$ cat src/rtl/alu_commit_stage_if.sv
// Bundle between the ALU, the commit stage and register-file writeback:
// result handshakes on both sides plus the flag register and branch-condition signals.
interface alu_commit_stage_if #(
    parameter int WIDTH = 16,
    parameter int RD_W  = 3
);
    logic             in_valid;
    logic             in_ready;
    logic [WIDTH-1:0] in_result;
    logic [3:0]       in_cvzn;
    logic [3:0]       in_flag_we;
    logic [RD_W-1:0]  in_rd;
    logic             in_rd_we;

    logic             out_valid;
    logic             out_ready;
    logic [WIDTH-1:0] out_result;
    logic [RD_W-1:0]  out_rd;
    logic             out_rd_we;

    logic             flags_load;
    logic [3:0]       flags_load_data;
    logic [3:0]       flags;
    logic             cin;
    logic [3:0]       cond_code;
    logic             cond_true;

    // master drives the ALU side and the writeback ready; slave is the commit stage
    modport master (
        output in_valid, in_result, in_cvzn, in_flag_we, in_rd, in_rd_we,
        input  in_ready,
        input  out_valid, out_result, out_rd, out_rd_we,
        output out_ready,
        output flags_load, flags_load_data, cond_code,
        input  flags, cin, cond_true
    );

    modport slave (
        input  in_valid, in_result, in_cvzn, in_flag_we, in_rd, in_rd_we,
        output in_ready,
        output out_valid, out_result, out_rd, out_rd_we,
        input  out_ready,
        input  flags_load, flags_load_data, cond_code,
        output flags, cin, cond_true
    );
endinterface

$ cat src/rtl/alu_commit_stage.sv
// ALU commit stage: a 2-entry skid buffer toward writeback, plus the architectural
// CVZN flag register that feeds Cin back to the ALU and drives branch-condition evaluation.
module alu_commit_stage #(
    parameter int WIDTH = 16,
    parameter int RD_W  = 3
) (
    input  logic               clk,
    input  logic               rst_n,
    alu_commit_stage_if.slave  bus
);

    localparam logic [1:0] ST_EMPTY = 2'd0;
    localparam logic [1:0] ST_ONE   = 2'd1;
    localparam logic [1:0] ST_FULL  = 2'd2;

    logic [1:0]       state_q, state_d;
    logic             in_ready_q;

    logic [WIDTH-1:0] head_result_q, head_result_d;
    logic [RD_W-1:0]  head_rd_q, head_rd_d;
    logic             head_rd_we_q, head_rd_we_d;

    logic [WIDTH-1:0] tail_result_q, tail_result_d;
    logic [RD_W-1:0]  tail_rd_q, tail_rd_d;
    logic             tail_rd_we_q, tail_rd_we_d;

    logic [3:0]       flags_q, flags_d;

    logic             accept;
    logic             pop;
    logic             out_valid;

    assign out_valid = (state_q != ST_EMPTY);
    assign accept    = bus.in_valid & in_ready_q;
    assign pop       = out_valid & bus.out_ready;

    // The head slot is what writeback sees; the tail slot only fills under backpressure.
    always_comb begin
        state_d       = state_q;
        head_result_d = head_result_q;
        head_rd_d     = head_rd_q;
        head_rd_we_d  = head_rd_we_q;
        tail_result_d = tail_result_q;
        tail_rd_d     = tail_rd_q;
        tail_rd_we_d  = tail_rd_we_q;

        case (state_q)
            ST_EMPTY: begin
                if (accept) begin
                    state_d       = ST_ONE;
                    head_result_d = bus.in_result;
                    head_rd_d     = bus.in_rd;
                    head_rd_we_d  = bus.in_rd_we;
                end
            end
            ST_ONE: begin
                if (accept && !pop) begin
                    state_d       = ST_FULL;
                    tail_result_d = bus.in_result;
                    tail_rd_d     = bus.in_rd;
                    tail_rd_we_d  = bus.in_rd_we;
                end else if (accept && pop) begin
                    head_result_d = bus.in_result;
                    head_rd_d     = bus.in_rd;
                    head_rd_we_d  = bus.in_rd_we;
                end else if (pop) begin
                    state_d = ST_EMPTY;
                end
            end
            ST_FULL: begin
                if (pop) begin
                    state_d       = ST_ONE;
                    head_result_d = tail_result_q;
                    head_rd_d     = tail_rd_q;
                    head_rd_we_d  = tail_rd_we_q;
                end
            end
            default: begin
                state_d = ST_EMPTY;
            end
        endcase
    end

    // A PS restore wins over the masked flag merge of a result accepted in the same cycle.
    always_comb begin
        flags_d = flags_q;
        if (bus.flags_load) begin
            flags_d = bus.flags_load_data;
        end else if (accept) begin
            flags_d = (flags_q & ~bus.in_flag_we) | (bus.in_cvzn & bus.in_flag_we);
        end
    end

    always_ff @(posedge clk or negedge rst_n) begin
        if (!rst_n) begin
            state_q       <= ST_EMPTY;
            in_ready_q    <= 1'b1;
            head_result_q <= '0;
            head_rd_q     <= '0;
            head_rd_we_q  <= 1'b0;
            tail_result_q <= '0;
            tail_rd_q     <= '0;
            tail_rd_we_q  <= 1'b0;
            flags_q       <= 4'b0000;
        end else begin
            state_q       <= state_d;
            in_ready_q    <= (state_d != ST_FULL);
            head_result_q <= head_result_d;
            head_rd_q     <= head_rd_d;
            head_rd_we_q  <= head_rd_we_d;
            tail_result_q <= tail_result_d;
            tail_rd_q     <= tail_rd_d;
            tail_rd_we_q  <= tail_rd_we_d;
            flags_q       <= flags_d;
        end
    end

    // Branch conditions look only at the committed flags, never at in-flight ALU flags.
    logic flagC, flagV, flagZ, flagN;
    logic condTrue;

    assign flagC = flags_q[3];
    assign flagV = flags_q[2];
    assign flagZ = flags_q[1];
    assign flagN = flags_q[0];

    always_comb begin
        condTrue = 1'b0;
        case (bus.cond_code)
            4'd0:    condTrue = flagZ;
            4'd1:    condTrue = !flagZ;
            4'd2:    condTrue = flagC;
            4'd3:    condTrue = !flagC;
            4'd4:    condTrue = flagN;
            4'd5:    condTrue = !flagN;
            4'd6:    condTrue = flagV;
            4'd7:    condTrue = !flagV;
            4'd8:    condTrue = flagC & !flagZ;
            4'd9:    condTrue = !flagC | flagZ;
            4'd10:   condTrue = (flagN == flagV);
            4'd11:   condTrue = (flagN != flagV);
            4'd12:   condTrue = !flagZ & (flagN == flagV);
            4'd13:   condTrue = flagZ | (flagN != flagV);
            4'd14:   condTrue = 1'b1;
            default: condTrue = 1'b0;
        endcase
    end

    assign bus.in_ready   = in_ready_q;
    assign bus.out_valid  = out_valid;
    assign bus.out_result = head_result_q;
    assign bus.out_rd     = head_rd_q;
    assign bus.out_rd_we  = head_rd_we_q;
    assign bus.flags      = flags_q;
    assign bus.cin        = flags_q[3];
    assign bus.cond_true  = condTrue;

endmodule

$ cat src/flat_wrapper.sv
// flat-port wrapper written by rule: the top's interface ports become plain ports
module alu_commit_stage_flat 
#(
    parameter int WIDTH = 16,
    parameter int RD_W  = 3
)
  (clk, rst_n, bus_in_valid, bus_in_result, bus_in_cvzn, bus_in_flag_we, bus_in_rd, bus_in_rd_we, bus_in_ready, bus_out_valid, bus_out_result, bus_out_rd, bus_out_rd_we, bus_out_ready, bus_flags_load, bus_flags_load_data, bus_cond_code, bus_flags, bus_cin, bus_cond_true);
  alu_commit_stage_if #(.WIDTH(WIDTH), .RD_W(RD_W)) bus_i ();
  input  logic clk;
  input  logic rst_n;
  input wire logic [$bits(bus_i.in_valid)-1:0] bus_in_valid;
  input wire logic [$bits(bus_i.in_result)-1:0] bus_in_result;
  input wire logic [$bits(bus_i.in_cvzn)-1:0] bus_in_cvzn;
  input wire logic [$bits(bus_i.in_flag_we)-1:0] bus_in_flag_we;
  input wire logic [$bits(bus_i.in_rd)-1:0] bus_in_rd;
  input wire logic [$bits(bus_i.in_rd_we)-1:0] bus_in_rd_we;
  output wire logic [$bits(bus_i.in_ready)-1:0] bus_in_ready;
  output wire logic [$bits(bus_i.out_valid)-1:0] bus_out_valid;
  output wire logic [$bits(bus_i.out_result)-1:0] bus_out_result;
  output wire logic [$bits(bus_i.out_rd)-1:0] bus_out_rd;
  output wire logic [$bits(bus_i.out_rd_we)-1:0] bus_out_rd_we;
  input wire logic [$bits(bus_i.out_ready)-1:0] bus_out_ready;
  input wire logic [$bits(bus_i.flags_load)-1:0] bus_flags_load;
  input wire logic [$bits(bus_i.flags_load_data)-1:0] bus_flags_load_data;
  input wire logic [$bits(bus_i.cond_code)-1:0] bus_cond_code;
  output wire logic [$bits(bus_i.flags)-1:0] bus_flags;
  output wire logic [$bits(bus_i.cin)-1:0] bus_cin;
  output wire logic [$bits(bus_i.cond_true)-1:0] bus_cond_true;
  assign bus_i.in_valid = bus_in_valid;
  assign bus_i.in_result = bus_in_result;
  assign bus_i.in_cvzn = bus_in_cvzn;
  assign bus_i.in_flag_we = bus_in_flag_we;
  assign bus_i.in_rd = bus_in_rd;
  assign bus_i.in_rd_we = bus_in_rd_we;
  assign bus_in_ready = bus_i.in_ready;
  assign bus_out_valid = bus_i.out_valid;
  assign bus_out_result = bus_i.out_result;
  assign bus_out_rd = bus_i.out_rd;
  assign bus_out_rd_we = bus_i.out_rd_we;
  assign bus_i.out_ready = bus_out_ready;
  assign bus_i.flags_load = bus_flags_load;
  assign bus_i.flags_load_data = bus_flags_load_data;
  assign bus_i.cond_code = bus_cond_code;
  assign bus_flags = bus_i.flags;
  assign bus_cin = bus_i.cin;
  assign bus_cond_true = bus_i.cond_true;
  alu_commit_stage #(.WIDTH(WIDTH), .RD_W(RD_W)) u_core (.clk(clk), .rst_n(rst_n), .bus(bus_i));
endmodule
$ cat config.mk
export PLATFORM = sky130hd
export DESIGN_NAME = alu_commit_stage_flat
export DESIGN_NICKNAME = d
export VERILOG_FILES = /design/src/rtl/alu_commit_stage_if.sv /design/src/rtl/alu_commit_stage.sv /design/src/flat_wrapper.sv
export SDC_FILE = /design/constraint.sdc
export NUM_CORES = 1
export LEC_CHECK = 0
export BUFFER_PORTS_ARGS = -buffer_cell sky130_fd_sc_hd__buf_2
export CORE_MARGIN = 2
export CORE_UTILIZATION = 45
export DETAILED_ROUTE_END_ITERATION = 10
export PLACE_DENSITY = 0.69
export SLEW_MARGIN = 20
export SYNTH_ARGS = -nofsm -noshare
export SYNTH_HDL_FRONTEND = slang
export SYNTH_SLANG_ARGS = --single-unit
$ cat constraint.sdc
create_clock -name clk -period 1.79 [get_ports clk]
set_clock_uncertainty 0.05 [all_clocks]
set_input_delay 0.358 -clock clk [delete_from_list [all_inputs] [get_ports clk]]
set_output_delay 0.358 -clock clk [all_outputs]
set_load 0.005 [all_outputs]
==> metrics.md <==
| Metric | Value |
|---|---|
| Data arrival at the endpoint of the critical path | 1.49 ns |
| Number of inserted diodes | 0 |
| Final count of pins violating max slew | 0 |
| Post-synth top cells | dfrtp_1 (46), mux2i_1 (26), nor2_1 (25) |
| Share of the clock period used by the worst path after layout | 106.0% |
| Register area | 1177 um2 |
| Dominant synthesized flop cell | dfrtp_1 |
| GP Congestion | 0.7760 |
| Status | finished with violations |
| TritonCTS clock tree | yes |
| Antenna Violating Nets Remaining | 0 |
| Synth Warn # | 0 |
| Area Growth Syn to Fin | 21.77% |
| Layout cells sized above 1 | 50.19% |
| Yosys top cell by area | dfrtp_1 |
| Worst rel slew slack | 75.70% |
| NumNets Final | 309 |
| Mean instance size in the synthesized netlist | 12.18 um2 |
| Post-Synthesis Cells | 193 |
| Overall die area | 5819 um2 |
| Setup violation total in the final timing report | 1 |
| Fraction of synthesized cell area taken by the top area cell type | 48.96% |
| Share of synthesized cell area in full adder, half adder and majority cells | 0% |
| Max Cap Viol | 0 |
| Worst-case setup margin in the final layout | -0.1079 ns |
| Area of the multi-input gates | 1044 um2 |
| Most frequently used cell type in the post-synthesis netlist | dfrtp_1 |
| Overall power of the completed layout | 0.003766 W |
| Wire length of the first global-routing pass | 7376 um |
| Post-DP Area | 2714 um2 |
| Number of enable-type register cells in the synthesized netlist | 0 |
| DR DRC count | 0 |
| Final wirelength | 4278 um |
| Main combinational cell family by area after synthesis | multiplexers |
| Part of the Yosys area used for sequential elements | 50.08% |
| Horizontal extent of the die | 76.28 um |
| Aggregate global routing overflow | 0 |
| Post-layout minimum cycle time | 1.898 ns |
| Antenna violations before repair | 0 |
| Syn nets | 234 |
| Worst Setup End Kind | primary output |
| Port Buffer Count | 68 |
| Area share of and/or/nand/nor cells after synthesis | 10.06% |
| Total number of vias | 1,631 |
| Final number of hold-violating endpoints | 0 |
| Routed len/inst | 12.62 um |
| Critical path required time | 1.38 ns |
| Failing checks | setup timing |
| Number of DRC markers in iteration 0 | 45 |
| Compound-gate portion of the synthesized area | 11.12% |
| Leakage power total | 1.424 nW |
| Worst voltage drop across the vdd grid | 0.0008056 V |
| Post-Layout Cell Count | 339 |
| Critical Path Start Type | flop |
| CTS Sinks | 47 |
| Effective utilization at floorplan | 46.33% |
| PD cells | 1316 nW/um2 |
| Library cell used as clock root buffer | clkbuf_8 |
| Die height | 76.28 um |
| Clock insertion delay at the later pin of the skew report | 0.29 ns |
| Fmax | 526.9 MHz |
| Synthesized flop and latch total | 47 |
| Transition time at the pin with the least slew margin | 0.3646 ns |
| Clock buffer depth | 2 |
| Worst-path clk slew | 0.08 ns |
| Count of filler cells inserted in the layout | 489 |
| Synth unique cells | 33 |
| Largest net degree at the start of global routing | 46 |
| Post-DR vias/cell | 4.811 |
| CTS H-tree lvls | 2 |
| Crit path max fanout | 2 |
| GR Util All Layers | 15.59% |
| Synthesized cell area | 2351 um2 |
| Setup Total Neg Slack | -0.1079 ns |
| Asr flop ratio synth | 100.0% |
| Placed instance count | 325 |
| Std-Cell Core Area | 5075 um2 |
| First-pass iteration count of the detailed router | 4 |
| Post-synthesis xor/xnor area fraction | 1.863% |
| Half-perimeter wire length of the detailed placement result | 2993 um |
| Design Area, Final | 2863 um2 |
| RSZ-0062 raised after global routing | yes |
| Fraction of synthesized area in multiplexers | 20.65% |
| Vias in the first global route | 1,650 |
| Synth area leaders | dfrtp_1 (49%), mux2i_1 (11%), mux2_2 (9.1%) |
| Total I/O pin count | 69 |
| Critical setup path kind | reg2out |
| Number of placement rows | 26 |
| Hold crit path type | in2reg |
| Number of buffers created by CTS | 5 |
==> worst max-delay path: stages (launching register included) <==
cell and delay [ns]:
dfrtp_1 0.41, xnor2_2 0.21, nor2_1 0.09, xnor2_1 0.12
a31oi_1 0.13, o211ai_1 0.10, buf_2 0.13
==> flip-flops by register name, indices dropped and copies added (netlist names), named ones only <==
name / flops
u_core.bus.out_rd_we: 1
u_core.tail_rd_q: 3
u_core.tail_rd_we_q: 1
u_core.state_q: 2
u_core.bus.out_rd: 3
u_core.bus.out_result: 16
u_core.bus.in_ready: 1
u_core.tail_result_q: 16
==> repair_timing <==
item,4_1_cts,5_1_grt
pin swaps,6,4
resized for setup,2,2
setup endpoints to repair,1,1
hold buffers,1,0
setup buffers,4,1
hold endpoints to repair,2,0
==> power by group <==
| group | internal, W | switching [W] |
|---|---|---|
| logic | 0.000743 | 0.000627 |
| registers | 0.00154 | 0.000258 |
| clock network | 0.000274 | 0.000327 |
==> layout by cell type (no fill, tap or decap), types with 2 or more instances in the layout <==
master and n:
a21oi_1 2, a21oi_2 21, buf_12 2, buf_2 68, buf_4 9, clkbuf_1 2, clkbuf_8 5, dfrtp_1 46
mux2_2 19, mux2i_1 26, nand2_1 10, nand2b_1 2, nand3b_1 3, nor2_1 25, o21ai_0 4, xnor2_1 3
==> kinds of logic (layout without fill, tap and decap cells) <==
| family | after synthesis | after routing |
|---|---|---|
| AND/OR/NAND/NOR | 48 | 48 |
| flip-flops | 47 | 47 |
| multiplexers | 46 | 46 |
| AO/OA/AOI/OAI | 33 | 33 |
| buffers and inverters | 14 | 90 |
| XOR/XNOR | 5 | 5 |
==> final cells by class <==
cell class | instances | share of cell area, %
clock inverters | 1 | 0.1748
well taps | 70 | 3.059
clock buffers | 7 | 2.666
flip-flops and latches | 47 | 41.13
multi-input cells | 132 | 36.45
repair buffers | 81 | 16.39
inverters | 1 | 0.1311
==> metrics by stage <==
stage / worst slack (ns) / hold WS [ns] / util [%]
global placement: 0.1389 / 0.1144 / 53.48
detailed placement: 0.1047 / 0.1191 / 53.48
floorplan: 0.3233 / 0.01241 / -
global route: -0.2282 / 0.2483 / 56.41
CTS: -0.1226 / 0.2144 / 56.11
finish: -0.1079 / 0.2214 / 56.41
==> routing by layer <==
| metal | up-vias | GRT usage, % | part of all wire (%) |
|---|---|---|---|
| met3 | 2 | 4.265 | 5.8 |
| li1 | 815 | - | - |
| met5 | - | 0 | 0 |
| met2 | 48 | 26.90 | 50 |
| met1 | 766 | 19.21 | 43 |
| met4 | 0 | 4.364 | 0.58 |
==> path summary, 6_finish.rpt <==
check	start	slack (ns)	cells past startpoint	endpoint
worst min-delay path	bus_flags_load_data[1]	0.22	3	flop
worst min register to register	u_core.tail_result_q[10]	0.45	1	u_core.tail_result_q[10]
min in group asynchronous	rst_n	0.34	2	u_core.bus.out_result[0]
worst max-delay path	flop	-0.11	6	bus_cond_true
max in group asynchronous	rst_n	0.86	3	u_core.bus.in_ready
worst max register to register	u_core.bus.in_ready	0.19	4	u_core.tail_result_q[12]
Note: power is estimated with default switching activity, not from simulation.
